$ cat src/rtl/mac_kbd_link.sv
// rtl/mac_kbd_link.sv - keyboard-side serial link: receives host commands, returns core responses
module mac_kbd_link #(
  parameter int          T_LO         = 16,
  parameter int          T_HI         = 16,
  parameter logic [21:0] RESP_TIMEOUT = 22'h3FFFF0
) (
  input  logic       clk,
  input  logic       reset_n,
  input  logic       ce,
  output logic       kbd_clk,
  output logic       kbd_dout,
  input  logic       kbd_din,
  output logic [7:0] data_out,
  output logic       strobe_out,
  input  logic [7:0] data_in,
  input  logic       strobe_in,
  output logic       busy
);

  // Phase counters count down from the load value, so a phase lasts load+1 ticks.
  localparam logic [15:0] LO_LOAD = 16'(T_LO - 1);
  localparam logic [15:0] HI_LOAD = 16'(T_HI - 1);
  localparam logic [21:0] TO_LAST = RESP_TIMEOUT - 22'd1;

  typedef enum logic [2:0] {
    S_IDLE,
    S_RX_LO,
    S_RX_HI,
    S_CMD,
    S_WAIT,
    S_TX_LO,
    S_TX_HI
  } state_t;

  state_t      state_q, state_d;
  logic        din_meta_q, din_s_q;
  logic        low_q, low_d;
  logic [2:0]  bit_q, bit_d;
  logic [15:0] phase_q, phase_d;
  logic [21:0] to_q, to_d;
  logic [7:0]  sr_q, sr_d;
  logic        dout_q, dout_d;
  logic [7:0]  data_out_q, data_out_d;

  // Two-flop synchronizer for the asynchronous host data line; runs every clk.
  always_ff @(posedge clk) begin
    if (!reset_n) begin
      din_meta_q <= 1'b1;
      din_s_q    <= 1'b1;
    end else begin
      din_meta_q <= kbd_din;
      din_s_q    <= din_meta_q;
    end
  end

  // State and datapath registers; everything holds while ce is low.
  always_ff @(posedge clk) begin
    if (!reset_n) begin
      state_q    <= S_IDLE;
      low_q      <= 1'b0;
      bit_q      <= 3'd0;
      phase_q    <= 16'd0;
      to_q       <= 22'd0;
      sr_q       <= 8'h00;
      dout_q     <= 1'b1;
      data_out_q <= 8'h00;
    end else if (ce) begin
      state_q    <= state_d;
      low_q      <= low_d;
      bit_q      <= bit_d;
      phase_q    <= phase_d;
      to_q       <= to_d;
      sr_q       <= sr_d;
      dout_q     <= dout_d;
      data_out_q <= data_out_d;
    end
  end

  // Next-state and datapath updates for one ce tick.
  always_comb begin
    state_d    = state_q;
    low_d      = low_q;
    bit_d      = bit_q;
    phase_d    = phase_q;
    to_d       = to_q;
    sr_d       = sr_q;
    dout_d     = dout_q;
    data_out_d = data_out_q;
    case (state_q)
      S_IDLE: begin
        // A start request must be low on two consecutive ticks to count.
        if (!din_s_q) begin
          if (low_q) begin
            state_d = S_RX_LO;
            bit_d   = 3'd0;
            phase_d = LO_LOAD;
            low_d   = 1'b0;
          end else begin
            low_d = 1'b1;
          end
        end else begin
          low_d = 1'b0;
        end
      end
      S_RX_LO: begin
        if (phase_q == 16'd0) begin
          state_d = S_RX_HI;
          phase_d = HI_LOAD;
        end else begin
          phase_d = phase_q - 16'd1;
        end
      end
      S_RX_HI: begin
        // Sample host data once, on the first high tick, MSB first.
        if (phase_q == HI_LOAD) begin
          sr_d = {sr_q[6:0], din_s_q};
        end
        if (phase_q == 16'd0) begin
          if (bit_q == 3'd7) begin
            state_d    = S_CMD;
            data_out_d = sr_d;
          end else begin
            bit_d   = bit_q + 3'd1;
            state_d = S_RX_LO;
            phase_d = LO_LOAD;
          end
        end else begin
          phase_d = phase_q - 16'd1;
        end
      end
      S_CMD: begin
        state_d = S_WAIT;
        to_d    = 22'd0;
      end
      S_WAIT: begin
        if (strobe_in) begin
          sr_d    = data_in;
          bit_d   = 3'd0;
          phase_d = LO_LOAD;
          dout_d  = data_in[7];
          state_d = S_TX_LO;
        end else if (to_q >= TO_LAST) begin
          state_d = S_IDLE;
        end else begin
          to_d = to_q + 22'd1;
        end
      end
      S_TX_LO: begin
        if (phase_q == 16'd0) begin
          state_d = S_TX_HI;
          phase_d = HI_LOAD;
        end else begin
          phase_d = phase_q - 16'd1;
        end
      end
      S_TX_HI: begin
        if (phase_q == 16'd0) begin
          sr_d = {sr_q[6:0], 1'b0};
          if (bit_q == 3'd7) begin
            state_d = S_IDLE;
            dout_d  = 1'b1;
          end else begin
            bit_d   = bit_q + 3'd1;
            dout_d  = sr_q[6];
            state_d = S_TX_LO;
            phase_d = LO_LOAD;
          end
        end else begin
          phase_d = phase_q - 16'd1;
        end
      end
      default: state_d = S_IDLE;
    endcase
  end

  // Output decode; the command strobe is qualified by ce so it lasts one tick.
  always_comb begin
    kbd_clk    = !((state_q == S_RX_LO) || (state_q == S_TX_LO));
    kbd_dout   = dout_q;
    data_out   = data_out_q;
    strobe_out = (state_q == S_CMD) && ce;
    busy       = (state_q != S_IDLE);
  end

endmodule

$ cat config.mk
export PLATFORM = sky130hd
export DESIGN_NAME = mac_kbd_link
export DESIGN_NICKNAME = d
export VERILOG_FILES = /design/src/rtl/mac_kbd_link.sv
export SDC_FILE = /design/constraint.sdc
export NUM_CORES = 1
export LEC_CHECK = 0
export BUFFER_PORTS_ARGS = -buffer_cell sky130_fd_sc_hd__buf_2
export CELL_PAD_IN_SITES_DETAIL_PLACEMENT = 0
export CELL_PAD_IN_SITES_GLOBAL_PLACEMENT = 2
export CORE_ASPECT_RATIO = 0.7
export CORE_UTILIZATION = 37
export CTS_CLUSTER_DIAMETER = 80
export CTS_CLUSTER_SIZE = 30
export DETAILED_ROUTE_END_ITERATION = 8
export GPL_TIMING_DRIVEN = 0
export PLACE_DENSITY_LB_ADDON = 0.1
export SLEW_MARGIN = 20
export SYNTH_ARGS = -nofsm -noshare
export SYNTH_HDL_FRONTEND = slang
export SYNTH_SLANG_ARGS = --single-unit
export TNS_END_PERCENT = 20
$ cat constraint.sdc
create_clock -name clk -period 3 [get_ports clk]
set_clock_uncertainty 0.05 [all_clocks]
set_input_delay 0.15 -clock clk [delete_from_list [all_inputs] [get_ports clk]]
set_output_delay 0.15 -clock clk [all_outputs]
set_load 0.01 [all_outputs]
Word-level counts from Yosys, hierarchy flattened

Index checks and enable logic that the tools add are counted.

$add $sub $neg: 3
Equal/unequal tests: 21
Muxes and demuxes: 37
Reduce and logical (&&, ||, !) cells: 21
$lt $le $gt $ge: 1

Operator list:

| kind                                                       | count |
|---|---|
| two-way mux 16 bit                                         | 6 |
| one-hot mux 16 bit (4 select lines)                        | 1 |
| two-way mux 22 bit                                         | 2 |
| one-hot mux 22 bit (2 select lines)                        | 1 |
| two-way mux 3 bit                                          | 14 |
| two-way mux 8 bit                                          | 3 |
| one-hot mux 8 bit (3 select lines)                         | 1 |
| adder 22 x 1 -> 22 bit (second input constant)             | 1 |
| greater-or-equal comparator 22 bit (second input constant) | 1 |
| one-hot mux 3 bit (7 select lines)                         | 1 |
| != test 2 bit (second input constant)                      | 10 |
| == test 16 x 4 -> 1 bit (second input constant)            | 1 |
| logical NOT 16 bit                                         | 1 |
| AND reduction 4 bit                                        | 4 |
| subtractor 16 x 1 -> 16 bit (second input constant)        | 1 |
| == test 3 bit (second input constant)                      | 4 |
| one-hot mux 3 bit (3 select lines)                         | 1 |
| nonzero test 3 bit                                         | 3 |
| AND reduction 8 bit                                        | 1 |
| AND reduction 7 bit                                        | 1 |
| == test 3 x 2 -> 1 bit (second input constant)             | 2 |
| != test 3 bit (second input constant)                      | 2 |
| AND reduction 6 bit                                        | 1 |
| two-way mux 1 bit                                          | 5 |
| 13 further kinds                                           | 15 |

Input port bits: 13
Word-level logic and storage cells: 93
Register bits: 64
Output and inout port bits: 12

Longest topological paths before layout

Gate-level depths: netlist of the first run.

Depth after elaboration: 4
Depth in mapped cells: 10
Mapped depth without buffers: 7

Least setup slack after synthesis of the first run

OpenSTA, ideal clock, no wires.

Path type: register to register
Start: register bit_q[0]
End: register phase_q[9]
Required time: 2.820 ns
Setup slack: 0.636 ns
Stages on the path, launching flop included: 9
Buffers on the path: 1
Clock period less this slack: 2.364 ns
Library setup time: 0.130 ns
Data arrival time: 2.184 ns
Path through: dfxtp_1 > ha_1 > ha_1 > or4b_2 > nor4_1 > o22ai_1 > o21ai_0 > buf_2 > a21oi_1

Word-level cells in the longest chain between the ends: 3

Ends and longest elaborated chain:

| what                          | line     | source |
|---|---|---|
| start: declaration            | 38       | `logic [2:0] bit_q, bit_d;` |
| start signal: assignment      | 70       | `bit_q <= bit_d;` |
| == test 3 bit                 | 119, 159 |  |
| != test 3 bit (no line)       | n/a      |  |
| AND reduction 6 bit (no line) | n/a      |  |
| end signal: assignment        | 71       | `phase_q <= phase_d;` |
| end: declaration              | 39       | `logic [15:0] phase_q, phase_d;` |

No other way between the ends.
A chain may end at the register's enable or synchronous reset.

Final worst setup path of the first run

Start: register state_q[1]
End: register phase_q[8]

Word-level cells in the longest chain between the ends: 4
Elaborated cells on any way between the ends: 15
Classes of those cells: eq/ne: 9; mux: 1; reduce/logical: 5

Ends and longest elaborated chain:

| what                                                          | line | source |
|---|---|---|
| start: declaration                                            | 35   | `state_t state_q, state_d;` |
| start signal: assignment                                      | 68   | `state_q <= state_d;` |
| == test 3 bit (tied with other cells)                         | 89   | `case (state_q)` |
| OR reduction 2 bit (no line)                                  | n/a  |  |
| != test 3 bit (no line) or nonzero test 4 bit (tied branches) | n/a  |  |
| AND reduction 6 bit (no line)                                 | n/a  |  |

Parallel ways exist; a longest one is shown, timed or not.

==> impl_metrics.toml, run 1 <==
[worst_setup_path]
r2r_end = "phase_q[8]"
crit_buf_inv = 3
rr_startpoint = "state_q[1]"
critPathMaxStageDelay_ns = 0.64
start_kind = "register"
slowest_stage = "or4_2"
worstPathArrival_ns = 2.96
crit_required_ns = 3.21
cpLargestDelayFamily = "simple AND/OR/NAND/NOR gates"
end_kind = "register"
crit_path_cell_trace = "buf_2, inv_1, a31oi_1, nand4_1, clkbuf_1, or4_2, a21oi_1"
rr_worst_depth = 7
cp_max_fo = 10
crit_type = "reg -> reg"
r2r_setup_slack_ns = 0.25

[worst_hold_path]
hold_start = "data_in[7]"
holdPathStages = 3
whs_endpoint = "kbd_dout"
hp-class = "in -> reg"

[global_route]
grt_max_degree = 12
grt_overflow = 0
grt_antenna_before_repair = 0
grt_pass1_wl_um = 17630
grt_pass1_vias = 3241
grt_usage_pct = 22.33

[power]
irDropWorstVdd_mv = 0.2461
pwr_density_cell_nw_per_um2 = 467.4
p_leak_uw = 0.001512

[synth]
synth_edf_count = 0
ys_ff_latch = 64
synth_xor_area_share_pct = 0.9573
synth_top_flop_cell = "dfxtp_1"
synthSimpleGateAreaFrac_pct = 27.42
synthTopCellsByArea = "dfxtp_1 (35%), a21oi_1 (6.7%), nand2_1 (3.6%)"
synth_largest_area_cell = "dfxtp_1"
synth_top_family_by_area = "simple AND/OR/NAND/NOR gates"
async_flop_share_pct = 0
syn-cell-area_um2 = 3660
synth_fp_nets = 463
yosys_warnings = 0
netlist_instances = 443
synth_cell_type_count = 65
synthAdderAreaFrac_pct = 2.393
syn_avg_cell_area_um2 = 8.261
synth_top_area_share_pct = 35.01
yosysSeqAreaShare_pct = 35.01
synth-compound-area-share_pct = 24.14
muxShareOfSynthArea_pct = 5.197

[clock_network]
cts_setup_buffers = 0
cts_buffers = 9
clk_pin_slew_worst_paths_ns = 0.05
cts_tree = "built"
root_buffer = "clkbuf_16"
clk_latency_ns = 0.33
cts_max_level = 3
cts_buffer_depth = 2
cts_sinks = 64

[die]
die_area_um2 = 10300
ios = 25
die_x_um = 120.9
initial_utilization_pct = 39.25
num_rows = 29
die_y_um = 85.21
core_um2 = 9325

[sta]
fmax_ghz = 0.3633
finalSetupViolCount = 0
report.final.slew_viol_count = 0
finalHoldViolations = 0
max-slew-margin-rel_pct = 49.95
post-route-period-util_pct = 91.75
worst_pin_slew_ns = 0.7457
post-route-min-period_ns = 2.752
tns_ns = 0
grt_setup_unrepaired = "no"
hold_ws_ns = 0.1909

[cells_and_area]
antennaDiodeCount = 0
syn_to_final_growth_pct = 16.44
fin_nets = 499
final_cell_mix = "dfxtp_1 (64), a21oi_1 (49), nand2_1 (35), buf_2 (32), nor2_1 (29)"
fillers = 944
multiInputGateArea_um2 = 2217
area.sequential_um2 = 1281
layout_commonest_cell = "dfxtp_1"
drive_gt1_share_pct = 16.32

[drt]
num_vias = 3634
drc = 0
routed_wl_um = 10750
avgRoutedWirePerCell_um = 17.68
drtIter0Drc = 371
drt-pass1-iter-count = 5
via_per_inst = 5.977
antenna_left = 0

[place]
dpl.hpwl_um = 7683
io_buffer_count = 24
gp_congestion = 0.7912

[job]
max_cap_violations = 0

[status]
status = "complete, no violations"
==> layout make-up <==
cell class              instances  area share [%]
clock inverters                 5           1.321
repair buffers                 25           3.053
clock buffers                  11           5.696
inverters                      17           1.497
flip-flops and latches         64           30.06
multi-input cells             339           52.03
well taps                     124           3.641
plain buffers                  23           2.701
==> state kept, by name (all words and copies together) (netlist names), 3 cells and up <==
name,count
phase_q,16
sr_q,8
bit_q,3
data_out,8
to_q,22
state_q,3
==> power breakdown <==
group          internal (uW)  switching [uW]  leakage [uW]
Sequential               854            3.14      0.000516
Clock                    664             389      0.000145
Combinational           30.5            52.0      0.000851
==> worst max-delay path by stage <==
stage	startpoint	endpoint	slack, ns	depth (start not counted)
after global routing	bit_q[0]	phase_q[11]	0.08	8
after global placement	to_q[0]	to_q[5]	0.13	7
after floorplan	bit_q[0]	phase_q[9]	0.64	8
final	state_q[1]	phase_q[8]	0.25	7
after CTS	to_q[0]	to_q[5]	0.09	7
after detailed placement	to_q[0]	to_q[5]	0.12	7
==> worst min-delay path, delay by kind of cell <==
family	cells	cell delay, ns
AOI/OAI and AO/OA	2	0.25
buffers and inverters	1	0.11
==> through the flow <==
stage	utilization, %	setup slack (ns)	total power [uW]	area, um^2	std cells
6_report	45.70	0.2476	1992	4262	608
5_1_grt	45.70	0.07509	2059	4262	608
4_1_cts	45.51	0.09371	2014	4244	608
3_5_place_dp	42.20	0.1192	955.0	3935	591
3_3_place_gp	42.20	0.1287	955.1	3935	591
2_1_floorplan	-	0.6360	924.5	3660	443
==> layer usage <==
metal	global-route usage (%)	up-vias	share of wire, %
met2	29.97	122	39
met3	4.973	12	5.8
met1	34.63	1719	54
li1	-	1781	-
met5	0	-	0
met4	6.622	0	1.2
==> cell usage after synthesis, types with 2 or more instances <==
| library cell | n |
|---|---|
| buf_4 | 3 |
| xnor2_1 | 2 |
| dfxtp_1 | 64 |
| or3_1 | 10 |
| ha_1 | 7 |
| clkbuf_1 | 10 |
| nor2b_1 | 4 |
| inv_1 | 15 |
| nand2b_1 | 10 |
| a21oi_1 | 49 |
| o21ai_0 | 18 |
| and2_1 | 4 |
| o221ai_1 | 7 |
| a311oi_1 | 2 |
| o211ai_1 | 4 |
| o221a_2 | 2 |
| o21a_1 | 2 |
| or4_1 | 17 |
| buf_2 | 8 |
| nand3b_1 | 4 |
| o21ai_1 | 2 |
| mux2i_1 | 10 |
| xor2_1 | 2 |
| o22ai_1 | 2 |
| nand4_1 | 7 |
| or4_2 | 4 |
| a211oi_1 | 12 |
| o31ai_1 | 17 |
| nor3_1 | 6 |
| nor2_1 | 29 |
| clkinv_1 | 2 |
| or4b_2 | 5 |
| nand2_1 | 35 |
| o41ai_1 | 5 |
| mux2_2 | 8 |
| nand3_1 | 19 |
| nor4_1 | 6 |
| and3_1 | 3 |
==> kinds of logic (layout without fill, tap and decap cells) <==
group / count (synthesis) / in the layout
AOI/OAI and AO/OA: 135 / 135
and+or+nand+nor: 175 / 175
xor gates and xnor gates: 4 / 4
adders and majority gates: 7 / 7
muxes: 18 / 18
DFF: 64 / 64
buffers and inverters: 40 / 81
==> repair_timing <==
| action | CTS | global route |
|---|---|---|
| setup endpoints to repair | 0 | 21 |
| endpoints found under the hold margin | 1 | 0 |
| hold buffers | 1 | 0 |
| gates resized for setup | 0 | 3 |
No activity file was read; power rests on OpenSTA's default activity.
==> run 2: changes to the inputs <==
==> constraint.sdc (replaced) <==
create_clock -name clk -period 3 [get_ports clk]
set_clock_uncertainty 0.05 [all_clocks]
set_input_delay 0.6 -clock clk [delete_from_list [all_inputs] [get_ports clk]]
set_output_delay 0.6 -clock clk [all_outputs]
set_load 0.01 [all_outputs]
==> run 2 against run 1 <==
Net effect:
- critical path depth unchanged
- clock-buffer cell count did not move
- utilization down 0.11 points
- die area unchanged
- critical path type unchanged
- largest power group unchanged
- highest routed layer unchanged
==> impl_metrics.toml, run 2 (synthesis gave the netlist of run 1 again) <==
[worst_setup_path]
crit_path_cell_trace = "buf_2, clkinv_1, a41oi_1, a21o_1, clkbuf_1, nor4_1, o21a_1"
critPathMaxStageDelay_ns = 0.53
end_kind = "register"
crit_required_ns = 3.18
cp_max_fo = 10
slowest_stage = "a41oi_1"
crit_type = "reg -> reg"
start_kind = "register"
worstPathArrival_ns = 2.96

[cells_and_area]
instances_no_fill = 607
final_cell_mix = "dfxtp_1 (64), a21oi_1 (49), nand2_1 (35), buf_2 (32), nor2_1 (29)"
drive_gt1_share_pct = 16.36
largest_reg_flops = 22
top_regs = "to_q x22, phase_q x16"
syn_to_final_growth_pct = 16.17
top_register = "to_q"
antennaDiodeCount = 0
layout_commonest_cell = "dfxtp_1"
fin_nets = 498

[die]
num_rows = 29
die_area_um2 = 10300
ios = 25
die_y_um = 85.21
initial_utilization_pct = 39.25
die_x_um = 120.9
core_um2 = 9325

[sta]
finalHoldViolations = 0
post-route-min-period_ns = 2.780
worst_pin_slew_ns = 0.7418
report.final.slew_viol_count = 0
grt_setup_unrepaired = "no"
tns_ns = 0
fmax_ghz = 0.3596
finalSetupViolCount = 0
max-slew-margin-rel_pct = 50.22
post-route-period-util_pct = 92.68

[global_route]
grt_pass1_wl_um = 17590
grt_overflow = 0
grt_usage_pct = 22.28
grt_pass1_vias = 3235
grt_antenna_before_repair = 0
grt_max_degree = 12

[place]
io_buffer_count = 24
dpl.hpwl_um = 7683
placed_cells = 591
gp_congestion = 0.7912

[clock_network]
cts_max_level = 3
ctsHoldBuffers = 0
cts_buffer_depth = 2
clk_latency_ns = 0.33
cts_sinks = 64
root_buffer = "clkbuf_16"
clk_pin_slew_worst_paths_ns = 0.05
cts_buffers = 9
cts_tree = "built"

[drt]
drt-pass1-iter-count = 5
via_per_inst = 5.954
antenna_left = 0
routed_wl_um = 10730
num_vias = 3614
drc = 0
avgRoutedWirePerCell_um = 17.67
drtIter0Drc = 376

[power]
pwr_density_cell_nw_per_um2 = 467.9
clock_power_share_pct = 52.8
p_total_uw = 1989
p_leak_uw = 0.001508
power.net_switching_uw = 442.2
power_frac_seq_pct = 43.1
irDropWorstVdd_mv = 0.2440
switching_share_pct = 22.23
combPwrFrac_pct = 4.1
intPower_uw = 1547

[job]
max_cap_violations = 0

[worst_hold_path]
hp-class = "reg -> reg"

[status]
status = "complete, no violations"
[run 2: cell types whose count changed in the layout (fill, tap and decap cells not counted)]
cell           previous run  this run
dlygate4sd3_1             1         0
[run 2: per-stage QoR]
step                setup WS, ns  hold WS (ns)  util (%)  area (um^2)
global placement          0.1287        0.3416     42.20         3935
detailed placement        0.1192        0.3483     42.20         3935
finish                    0.2195        0.3565     45.59         4252
floorplan                 0.6360        0.3363         -         3660
global route             0.07509        0.3802     45.59         4252
CTS                      0.09371        0.3597     45.40         4234
[run 2: timing repair]
action                     4_1_cts  5_1_grt
gates resized for setup          0        3
setup endpoints to repair        0       21
setup buffers                    0        0
[run 2: layout make-up]
class	instances	area, um^2
Buffer	23	115.1
Tap cell	124	155.1
Clock buffer	11	242.7
Clock inverter	5	56.30
Inverter	17	63.81
Multi-Input combinational cell	339	2217
Fill cell	945	5074
Sequential cell	64	1281
Timing Repair Buffer	24	120.1
[run 2: worst max-delay path, delay by kind of cell (launching register included)]
kind	cells	cell delay, ns
AOI/OAI and AO/OA	3	1.05
buffers and inverters	3	1.09
DFF	1	0.37
and+or+nand+nor	1	0.12
[run 2: metal layers]
metal | share of wire [%] | wire (um) | global-route usage, %
met1 | 54 | 5806 | 34.59
met2 | 39 | 4210 | 29.87
met3 | 5.5 | 585 | 4.973
met4 | 1.2 | 124 | 6.622
met5 | 0 | 0 | 0
[run 2: path summary, 6_finish.rpt]
path	startpoint	to	slack (ns)	cells after the start
min	din_meta_q	din_s_q	0.36	1
max reg2reg	state_q[0]	to_q[5]	0.22	7
min reg2reg	din_meta_q	din_s_q	0.36	1
max	state_q[0]	to_q[5]	0.22	7
[run 2: power groups by stage]
stage	sequential, uW	combinational [uW]	clock, uW
6_report	857	81.9	1050
5_1_grt	857	90.1	1110
4_1_cts	857	80.3	1080
3_5_place_dp	875	79.9	0
3_3_place_gp	875	80.0	0
2_1_floorplan	874	50.3	0
==> run 3: changes to the inputs <==
Settings changed: REMOVE_ABC_BUFFERS set to 1.
==> run 3 against run 2 <==
Net effect:
- sequential power about the same
- sequential share of layout area is 0.64 points higher
- clock power is 9% higher
- via count down 5.4%
- flip-flop and latch count unchanged
- global-route usage shrank 2.2 points
- maximum frequency hardly changed
- critical path depth is 2 lower
- setup slack got worse by 0.0017 ns
==> impl_metrics.toml, run 3 (synthesis gave the netlist of run 1 again) <==
[power]
clock_power_share_pct = 54.9
p_leak_uw = 0.001451
power_frac_seq_pct = 41.4
intPower_uw = 1648
switching_share_pct = 20.38
irDropWorstVdd_mv = 0.2301
combPwrFrac_pct = 3.7
power.net_switching_uw = 421.8
p_total_uw = 2070
pwr_density_cell_nw_per_um2 = 496.3

[die]
num_rows = 29
initial_utilization_pct = 39.25
die_x_um = 120.9
die_area_um2 = 10300
ios = 25
core_um2 = 9325
die_y_um = 85.21

[worst_setup_path]
cp_max_fo = 9
rr_startpoint = "phase_q[4]"
rr_worst_depth = 5
worstPathArrival_ns = 2.91
crit_start = "phase_q[4]"
end_kind = "register"
crit_end = "sr_q[2]"
start_kind = "register"
crit_required_ns = 3.13
r2r_setup_slack_ns = 0.22
crit_type = "reg -> reg"
r2r_end = "sr_q[2]"

[worst_hold_path]
hp-class = "reg -> reg"

[clock_network]
root_buffer = "clkbuf_16"
clk_pin_slew_worst_paths_ns = 0.05
cts_setup_buffers = 0
cts_buffers = 9
ctsHoldBuffers = 0
cts_tree = "built"
cts_buffer_depth = 2
cts-resized-gates = 1
cts_sinks = 64
clk_latency_ns = 0.33
cts_max_level = 3

[drt]
drtIter0Drc = 271
drc = 0
antenna_left = 0
via_per_inst = 5.853
num_vias = 3418
drt-pass1-iter-count = 5
routed_wl_um = 9752
avgRoutedWirePerCell_um = 16.70

[sta]
fmax_ghz = 0.3594
finalSetupViolCount = 0
post-route-period-util_pct = 92.74
max-slew-margin-rel_pct = 38.66
finalHoldViolations = 0
worst_pin_slew_ns = 0.9173
report.final.slew_viol_count = 0
post-route-min-period_ns = 2.782

[global_route]
grt_pass1_vias = 3105
grt_usage_pct = 20.06
grt_antenna_before_repair = 0
grt_pass1_wl_um = 16130
grt_overflow = 0
grt_max_degree = 28

[cells_and_area]
utilization_pct = 44.73
layout_commonest_cell = "dfxtp_1"
final_cell_mix = "dfxtp_1 (62), a21oi_1 (49), nand2_1 (35), nor2_1 (29), buf_2 (24)"
multiInputGateArea_um2 = 2220
fin_nets = 476
drive_gt1_share_pct = 15.65
largest_reg_flops = 22
fillers = 941
antennaDiodeCount = 0
instances_no_fill = 584
syn_to_final_growth_pct = 13.98
area.sequential_um2 = 1284
top_regs = "to_q x22, phase_q x16"
top_register = "to_q"

[place]
gp_congestion = 0.7677
io_buffer_count = 24
placed_cells = 569
dpl.hpwl_um = 6551

[job]
max_cap_violations = 0

[status]
status = "complete, no violations"
run 3: stage by stage:
step	cell area, um^2	hold slack [ns]	TNS [ns]	setup WS [ns]
2_1_floorplan	3545	0.3363	0	0.3519
3_3_place_gp	3820	0.3398	-6.887	-0.5791
3_5_place_dp	3827	0.3518	-1.066	-0.2511
4_1_cts	4150	0.3664	0	0.02463
5_1_grt	4172	0.3883	-0.002352	-0.002352
6_report	4172	0.3700	0	0.2178
run 3: final cells by class:
cell class | count | area share, %
inverters | 17 | 1.530
repair buffers | 25 | 3.059
flip-flops and latches | 64 | 30.77
well taps | 124 | 3.719
clock buffers | 12 | 6.149
multi-input cells | 339 | 53.21
clock inverters | 3 | 1.560
run 3: layer usage:
layer	track usage (%)	wire, um	vias to the layer above
li1	-	-	1730
met2	28.73	3919	74
met1	29.33	5279	1603
met5	0	0	-
met3	4.637	437	11
met4	6.510	115	0
run 3: worst min path at each step:
stage               slack, ns      end  startpoint  depth (start not counted)
floorplan                0.34  din_s_q  din_meta_q                          1
global placement         0.34  din_s_q  din_meta_q                          1
detailed placement       0.35  din_s_q  din_meta_q                          1
CTS                      0.37  din_s_q  din_meta_q                          1
global route             0.39  din_s_q  din_meta_q                          1
finish                   0.37  din_s_q  din_meta_q                          1
run 3: worst max-delay path, cell delays in order (launching register included):
cell     delay, ns
dfxtp_1       0.37
or4_1         0.75
nor4_4        0.57
a21oi_1       0.13
o21ai_1       0.60
a21oi_1       0.15
run 3: power groups by stage:
stage | clock (uW) | combinational [uW] | sequential, uW
after floorplan | 0 | 46.2 | 874
final | 1140 | 76.8 | 857
after global placement | 0 | 74.1 | 875
after CTS | 1170 | 75.8 | 857
after detailed placement | 0 | 75.6 | 875
after global routing | 1200 | 84.3 | 857
